$ cat config.mk
export PLATFORM = sky130hd
export DESIGN_NAME = id_ex_hazard_unit
export DESIGN_NICKNAME = d
export VERILOG_FILES = /design/src/rtl/id_ex_hazard_unit.sv
export SDC_FILE = /design/constraint.sdc
export NUM_CORES = 1
export LEC_CHECK = 0
export CORE_ASPECT_RATIO = 1.4
export CORE_UTILIZATION = 45
export CTS_CLUSTER_DIAMETER = 100
export DETAILED_ROUTE_END_ITERATION = 16
export HOLD_SLACK_MARGIN = 0.06
export PLACE_DENSITY = 0.83
export SLEW_MARGIN = 20
export SYNTH_ARGS = -nofsm -noshare
export SYNTH_HDL_FRONTEND = slang
export SYNTH_SLANG_ARGS = --single-unit
$ cat constraint.sdc
create_clock -name clk -period 2.6 [get_ports clk]
set_input_delay 0.39 -clock clk [delete_from_list [all_inputs] [get_ports clk]]
set_output_delay 0.39 -clock clk [all_outputs]
set_load 0.01 [all_outputs]
$ cat src/rtl/id_ex_hazard_unit.sv
// ID/EX pipeline register for specifiers and controls, with load-use stall detection,
// mispredict squash, EX operand forwarding selects and saturating stall/flush counters.
module id_ex_hazard_unit #(
    parameter int REG_AW = 5,
    parameter int CNT_W  = 16
) (
    input  logic              clk,
    input  logic              rst_n,
    input  logic              id_valid,
    input  logic [REG_AW-1:0] id_rs,
    input  logic [REG_AW-1:0] id_rt,
    input  logic              id_uses_rs,
    input  logic              id_uses_rt,
    input  logic [REG_AW-1:0] id_rd,
    input  logic              id_reg_write,
    input  logic              id_mem_read,
    input  logic              flush,
    input  logic [REG_AW-1:0] ex_mem_rd,
    input  logic              ex_mem_reg_write,
    input  logic [REG_AW-1:0] mem_wb_rd,
    input  logic              mem_wb_reg_write,
    output logic              stall,
    output logic              ex_valid,
    output logic [REG_AW-1:0] ex_rs,
    output logic [REG_AW-1:0] ex_rt,
    output logic [REG_AW-1:0] ex_rd,
    output logic              ex_reg_write,
    output logic              ex_mem_read,
    output logic [1:0]        fwd_sel_a,
    output logic [1:0]        fwd_sel_b,
    output logic [CNT_W-1:0]  stall_cnt,
    output logic [CNT_W-1:0]  flush_cnt
);

    localparam logic [CNT_W-1:0] CNT_MAX = {CNT_W{1'b1}};
    localparam logic [CNT_W-1:0] CNT_ONE = {{(CNT_W-1){1'b0}}, 1'b1};

    logic rs_hit;
    logic rt_hit;
    logic bubble;

    // A load in EX whose destination an ID source needs: hold ID one cycle so the
    // consumer later picks the loaded value up from MEM/WB.
    always_comb begin
        rs_hit = id_uses_rs && (id_rs == ex_rd);
        rt_hit = id_uses_rt && (id_rt == ex_rd);
        stall  = !flush && id_valid && ex_valid && ex_mem_read &&
                 (ex_rd != '0) && (rs_hit || rt_hit);
        bubble = flush || stall;
    end

    // Newest producer wins; register 0 is hardwired and never forwarded.
    function automatic logic [1:0] fwd_sel(input logic [REG_AW-1:0] src);
        logic [1:0] sel;
        sel = 2'b00;
        if (ex_mem_reg_write && (ex_mem_rd != '0) && (ex_mem_rd == src))
            sel = 2'b01;
        else if (mem_wb_reg_write && (mem_wb_rd != '0) && (mem_wb_rd == src))
            sel = 2'b10;
        return sel;
    endfunction

    always_comb begin
        fwd_sel_a = 2'b00;
        fwd_sel_b = 2'b00;
        if (ex_valid) begin
            fwd_sel_a = fwd_sel(ex_rs);
            fwd_sel_b = fwd_sel(ex_rt);
        end
    end

    always_ff @(posedge clk or negedge rst_n) begin
        if (!rst_n) begin
            ex_valid     <= 1'b0;
            ex_rs        <= '0;
            ex_rt        <= '0;
            ex_rd        <= '0;
            ex_reg_write <= 1'b0;
            ex_mem_read  <= 1'b0;
        end else if (bubble) begin
            ex_valid     <= 1'b0;
            ex_rs        <= '0;
            ex_rt        <= '0;
            ex_rd        <= '0;
            ex_reg_write <= 1'b0;
            ex_mem_read  <= 1'b0;
        end else begin
            ex_valid     <= id_valid;
            ex_rs        <= id_rs;
            ex_rt        <= id_rt;
            ex_rd        <= id_rd;
            ex_reg_write <= id_reg_write && id_valid;
            ex_mem_read  <= id_mem_read && id_valid;
        end
    end

    always_ff @(posedge clk or negedge rst_n) begin
        if (!rst_n) begin
            stall_cnt <= '0;
            flush_cnt <= '0;
        end else begin
            if (stall && (stall_cnt != CNT_MAX))
                stall_cnt <= stall_cnt + CNT_ONE;
            if (flush && id_valid && (flush_cnt != CNT_MAX))
                flush_cnt <= flush_cnt + CNT_ONE;
        end
    end

endmodule

# Word-level counts from Yosys, hierarchy flattened
# Cells that the tools add are included.
# totals
input_bits,35
out_inout_bits,55
elab_cells,54
reg_bits,50
# classes
reduce_logical,24
n_mux,12
n_eq_ne,8
addsub,2
# ops
operator,count
"16-bit by 1-bit adder with 16-bit output, second input constant",2
"16-bit inequality test, second input constant",2
5-bit equality test,6
1-bit logical AND,18
5-bit two-way mux,3
5-bit nonzero test,3
2-bit two-way mux,6
1-bit two-way mux,3
1-bit logical OR,2
1-bit logical NOT,1

# Longest topological paths before layout
# Gate-level depths: netlist of the first run.
# depth
word_depth,8
depth_mapped,7
ltp_nobuf,6

# Least setup slack after synthesis of the first run
# No wires, ideal clock.
# synth_timing
kind,in2out
start,in ex_mem_rd[1]
end,out fwd_sel_a[1]
cell_stages,4
path_buffers,0
arrival_ns,1.632
required_ns,2.210
path_slack_ns,0.578
path_cell_list,or4_1 o21ai_0 nor4_1 nor4_1
# synth_between
elab_chain_len,5
elab_cells_between_ends,6
cone_classes,eq/ne (1); mux (2); reduce/logical (3)
# synth_lines
item,line,text
"start, declared",18,"input logic [REG_AW-1:0] ex_mem_rd,"
5-bit nonzero test,56,if (ex_mem_reg_write && (ex_mem_rd != '0) && (ex_mem_rd == src))
1-bit logical AND,56,
1-bit logical AND *,56,
2-bit two-way mux *,56,
2-bit two-way mux *,66,if (ex_valid) begin
"end, declared",29,"output logic [1:0] fwd_sel_a,"
# Mark *: on every way between the ends. The rest lies on a longest branch, timed or not.

# Worst setup path after layout of the first run
# Same ends and word-level chain as after synthesis.

==> out/results.tsv, run 1 <==
stage	metric	value	unit
outcome	status	finished with violations	
outcome	violations	setup timing	
timing	worstMarginPinSlew	0.529	ns
global_route	grt-ovfl-total	0	
job	drv_cap	0	
detailed_routing	route.vias.total	2169	
global_route	grt_max_degree	28	
worst_setup_path	start_kind	primary input	
place	gp_congestion	0.797	
worst_setup_path	worstSetupPathType	primary input to output pin	
die	die_w	65.6	um
power_and_ir_drop	irDropWorstVdd	0.000511	V
final_layout	drive_gt1_frac	0.130	
worst_hold_path	whs_endpoint	stall_cnt[4]$_DFFE_PN0P_	
timing	worst_slack	-0.0104	ns
timing	hold_viol_final	0	
logic_synthesis	ys_types	37	
worst_setup_path	cp.required	2.21	ns
place	hpwl	4960	um
cts	cts_buffers	5	
cts	clock_sinks	50	
cts	clock_latency	0.31	ns
detailed_routing	drt-initial-drc-count	66	
cts	cts_tree	built	
final_layout	num-nets-final	382	
logic_synthesis	ys_seq_area_frac	0.490	
logic_synthesis	synth_cells	234	
timing	finClkSkew	0.00657	ns
detailed_routing	totalWireLength	6480	um
logic_synthesis	yosysTopAreaCell	dfrtp_1	
worst_hold_path	hp-start	stall_cnt[4]$_DFFE_PN0P_	
detailed_routing	drt-pass1-iter-count	7	
die	fp.dieArea	5980	um2
detailed_routing	vias_per_cell	5.24	
global_route	antenna_found_initial	0	
timing	period_share	1.00	
place	post-place-ws	-0.440	ns
power_and_ir_drop	p_total	1.79	mW
global_route	grtUsageMet1	0.246	
die	initial_core_util	0.465	
power_and_ir_drop	power_leakage	1.65	nW
cts	cts_root_buf	clkbuf_8	
die	die_h	91.1	um
timing	setup_viol	1	
die	ioPinCount	90	
global_route	track_usage	0.221	
final_layout	syn_to_final_growth	47.7	%
logic_synthesis	netlist_area	2550	um2
detailed_routing	detail-route-antenna-nets	0	
power_and_ir_drop	power_density	474	nW/um2
timing	fmax	383	MHz
logic_synthesis	synth.area.top_cells	dfrtp_1 49%, xor2_1 11%, xnor2_1 8.6%	
detailed_routing	wl_per_cell	15.7	um
worst_setup_path	crit_path_end_kind	output pin	
logic_synthesis	synth.net_count	271	
cts	cts_buffer_depth	2	
global_route	use_met2	0.386	
logic_synthesis	synth-seq-cells	50	
logic_synthesis	yosys_warnings	0	
worst_hold_path	hold_class	register to register	
worst_setup_path	r2r_slack	0.46	ns
die	core	5490	um2
detailed_routing	drc_errors	0	
cts	clk_pin_slew	0.10	ns
die	rows	32	
worst_setup_path	rr_endpoint	stall_cnt[1]$_DFFE_PN0P_	
worst_setup_path	reg2reg_from	ex_rd[0]$_DFF_PN0_	
timing	rsz0062_at_grt	false	
logic_synthesis	yosysTopAreaCellShare	0.490	
global_route	top_usage_layer	met2	
worst_setup_path	r2r_cells	6	
final_layout	antenna_cells	0	
cts	h-tree-depth	2	
worst_hold_path	holdPathStages	1	
worst_setup_path	arrival	2.22	ns
timing	timing.slew.headroom	0.647	
global_route	grt_pass1_wl	10100	um
global_route	grt_pass1_vias	2102	
global_route	met3_usage	0.0553	
worst_setup_path	crit_fanout	2	
final_layout	final_util	0.687	
timing	fin_crit	2.61	ns
timing	drv_slew	0	
logic_synthesis	syn_area_per_cell	10.9	um2
place	io_buffers	89	
## synth_stat cells
master	count
dfrtp_1	50
o21ai_0	1
o22ai_1	1
nand2b_1	1
or2_2	1
nor2b_1	1
mux2_4	1
and4_1	4
or2b_2	1
xnor2_1	25
nand2_1	16
nor4_1	11
or4_4	1
nand4_1	9
inv_1	3
and2_1	18
clkbuf_1	1
o21ba_1	1
nor3_1	9
o2111ai_1	1
mux2_1	1
nor3b_1	3
mux2_2	1
and3_1	3
nand3_1	16
xor2_1	33
a21oi_2	1
o211ai_1	1
o21ai_4	1
o2111a_2	1
a31oi_1	1
o22a_1	1
ha_1	2
and3_2	1
nor2_1	5
buf_6	2
or4_1	5
## flip-flops by register name, indices dropped and copies added (netlist names)
name / cells
ex_rs: 5
flush_cnt: 16
ex_mem_read: 1
stall_cnt: 16
ex_rd: 5
ex_reg_write: 1
ex_valid: 1
ex_rt: 5
## kinds of logic after synthesis
kind of cell,Yosys count,share of synthesized area
AND/OR/NAND/NOR,105,0.236
buffers and inverters,6,0.0147
AO/OA/AOI/OAI,10,0.0353
flip-flops,50,0.490
multiplexers,3,0.0147
adder cells (fa/ha/maj),2,0.00981
XOR/XNOR,58,0.199
## cell type report
class | instances | area, um2
clock buffers | 5 | 68.8
repair buffers | 107 | 1010
clock inverters | 3 | 25.0
multi-input cells | 178 | 1310
well taps | 68 | 85.1
inverters | 3 | 11.3
flip-flops and latches | 50 | 1250
fillers | 431 | 1720
## what timing repair did
action / 4_1_cts / 5_1_grt
cloned: 0 / 0
gates resized for setup: 17 / 4
setup buffers: 2 / 0
hold endpoints to repair: 16 / 0
setup endpoints to repair: 5 / 2
pin swaps: 5 / 3
hold buffers: 1 / 0
## worst max path at each step
stage / startpoint / end / slack (ns)
after detailed placement: ex_mem_rd[1] / fwd_sel_b[1] / -0.44
after floorplan: ex_mem_rd[1] / fwd_sel_a[1] / 0.58
after global placement: ex_mem_rd[1] / fwd_sel_b[1] / -0.40
final: ex_mem_rd[1] / fwd_sel_a[1] / -0.01
after CTS: ex_mem_rd[1] / fwd_sel_a[1] / 0.004
after global routing: mem_wb_rd[2] / fwd_sel_b[1] / 0.007
## metal layers
layer,vias to the layer above,share of wire
met5,-,0
met1,1047,0.39
met4,0,0.029
li1,1038,-
met3,12,0.066
met2,72,0.52
## cells in the final DEF (no fill, tap or decap), types with 5 or more instances in the layout
cell / instances
and2_1: 18
nor3_1: 9
nand2_1: 15
xnor2_1: 24
nor2_1: 5
xor2_1: 33
buf_4: 17
nand3_1: 16
dfrtp_1: 50
nor4_1: 8
nand4_1: 9
clkbuf_8: 5
clkdlybuf4s50_1: 83
## through the flow
step                hold WS, ns  cell area, um2  std cells  setup TNS (ns)
global route              0.548            3770        414               0
finish                    0.523            3770        414         -0.0104
global placement          0.395            3610        403          -0.902
CTS                       0.528            3770        414               0
detailed placement        0.396            3610        403           -1.11
floorplan                0.0944            2550        234               0
## report_power, final
| part | switching (mW) | internal, mW | leakage [nW] |
|---|---|---|---|
| Combinational | 0.159 | 0.242 | 0.941 |
| Sequential | 0.0766 | 0.835 | 0.668 |
| Clock | 0.278 | 0.195 | 0.0447 |
## worst max-delay path, cell delays in order
cell,delay (ns)
clkdlybuf4s50_1,0.43
or4_4,0.56
o21ai_4,0.19
nor4_2,0.08
nor4_1,0.36
clkbuf_2,0.20
No activity file was read; power rests on OpenSTA's default activity.
==> inputs of run 2 (changes only) <==
--- a/config.mk
+++ b/config.mk
@@ -8,6 +8,7 @@
 export CORE_ASPECT_RATIO = 1.4
 export CORE_UTILIZATION = 45
 export CTS_CLUSTER_DIAMETER = 100
+export CTS_CLUSTER_SIZE = 8
 export DETAILED_ROUTE_END_ITERATION = 16
 export HOLD_SLACK_MARGIN = 0.06
 export PLACE_DENSITY = 0.83
==> results of run 2 <==
Same layout as run 1: the final DEF is identical, and so are final timing and power.
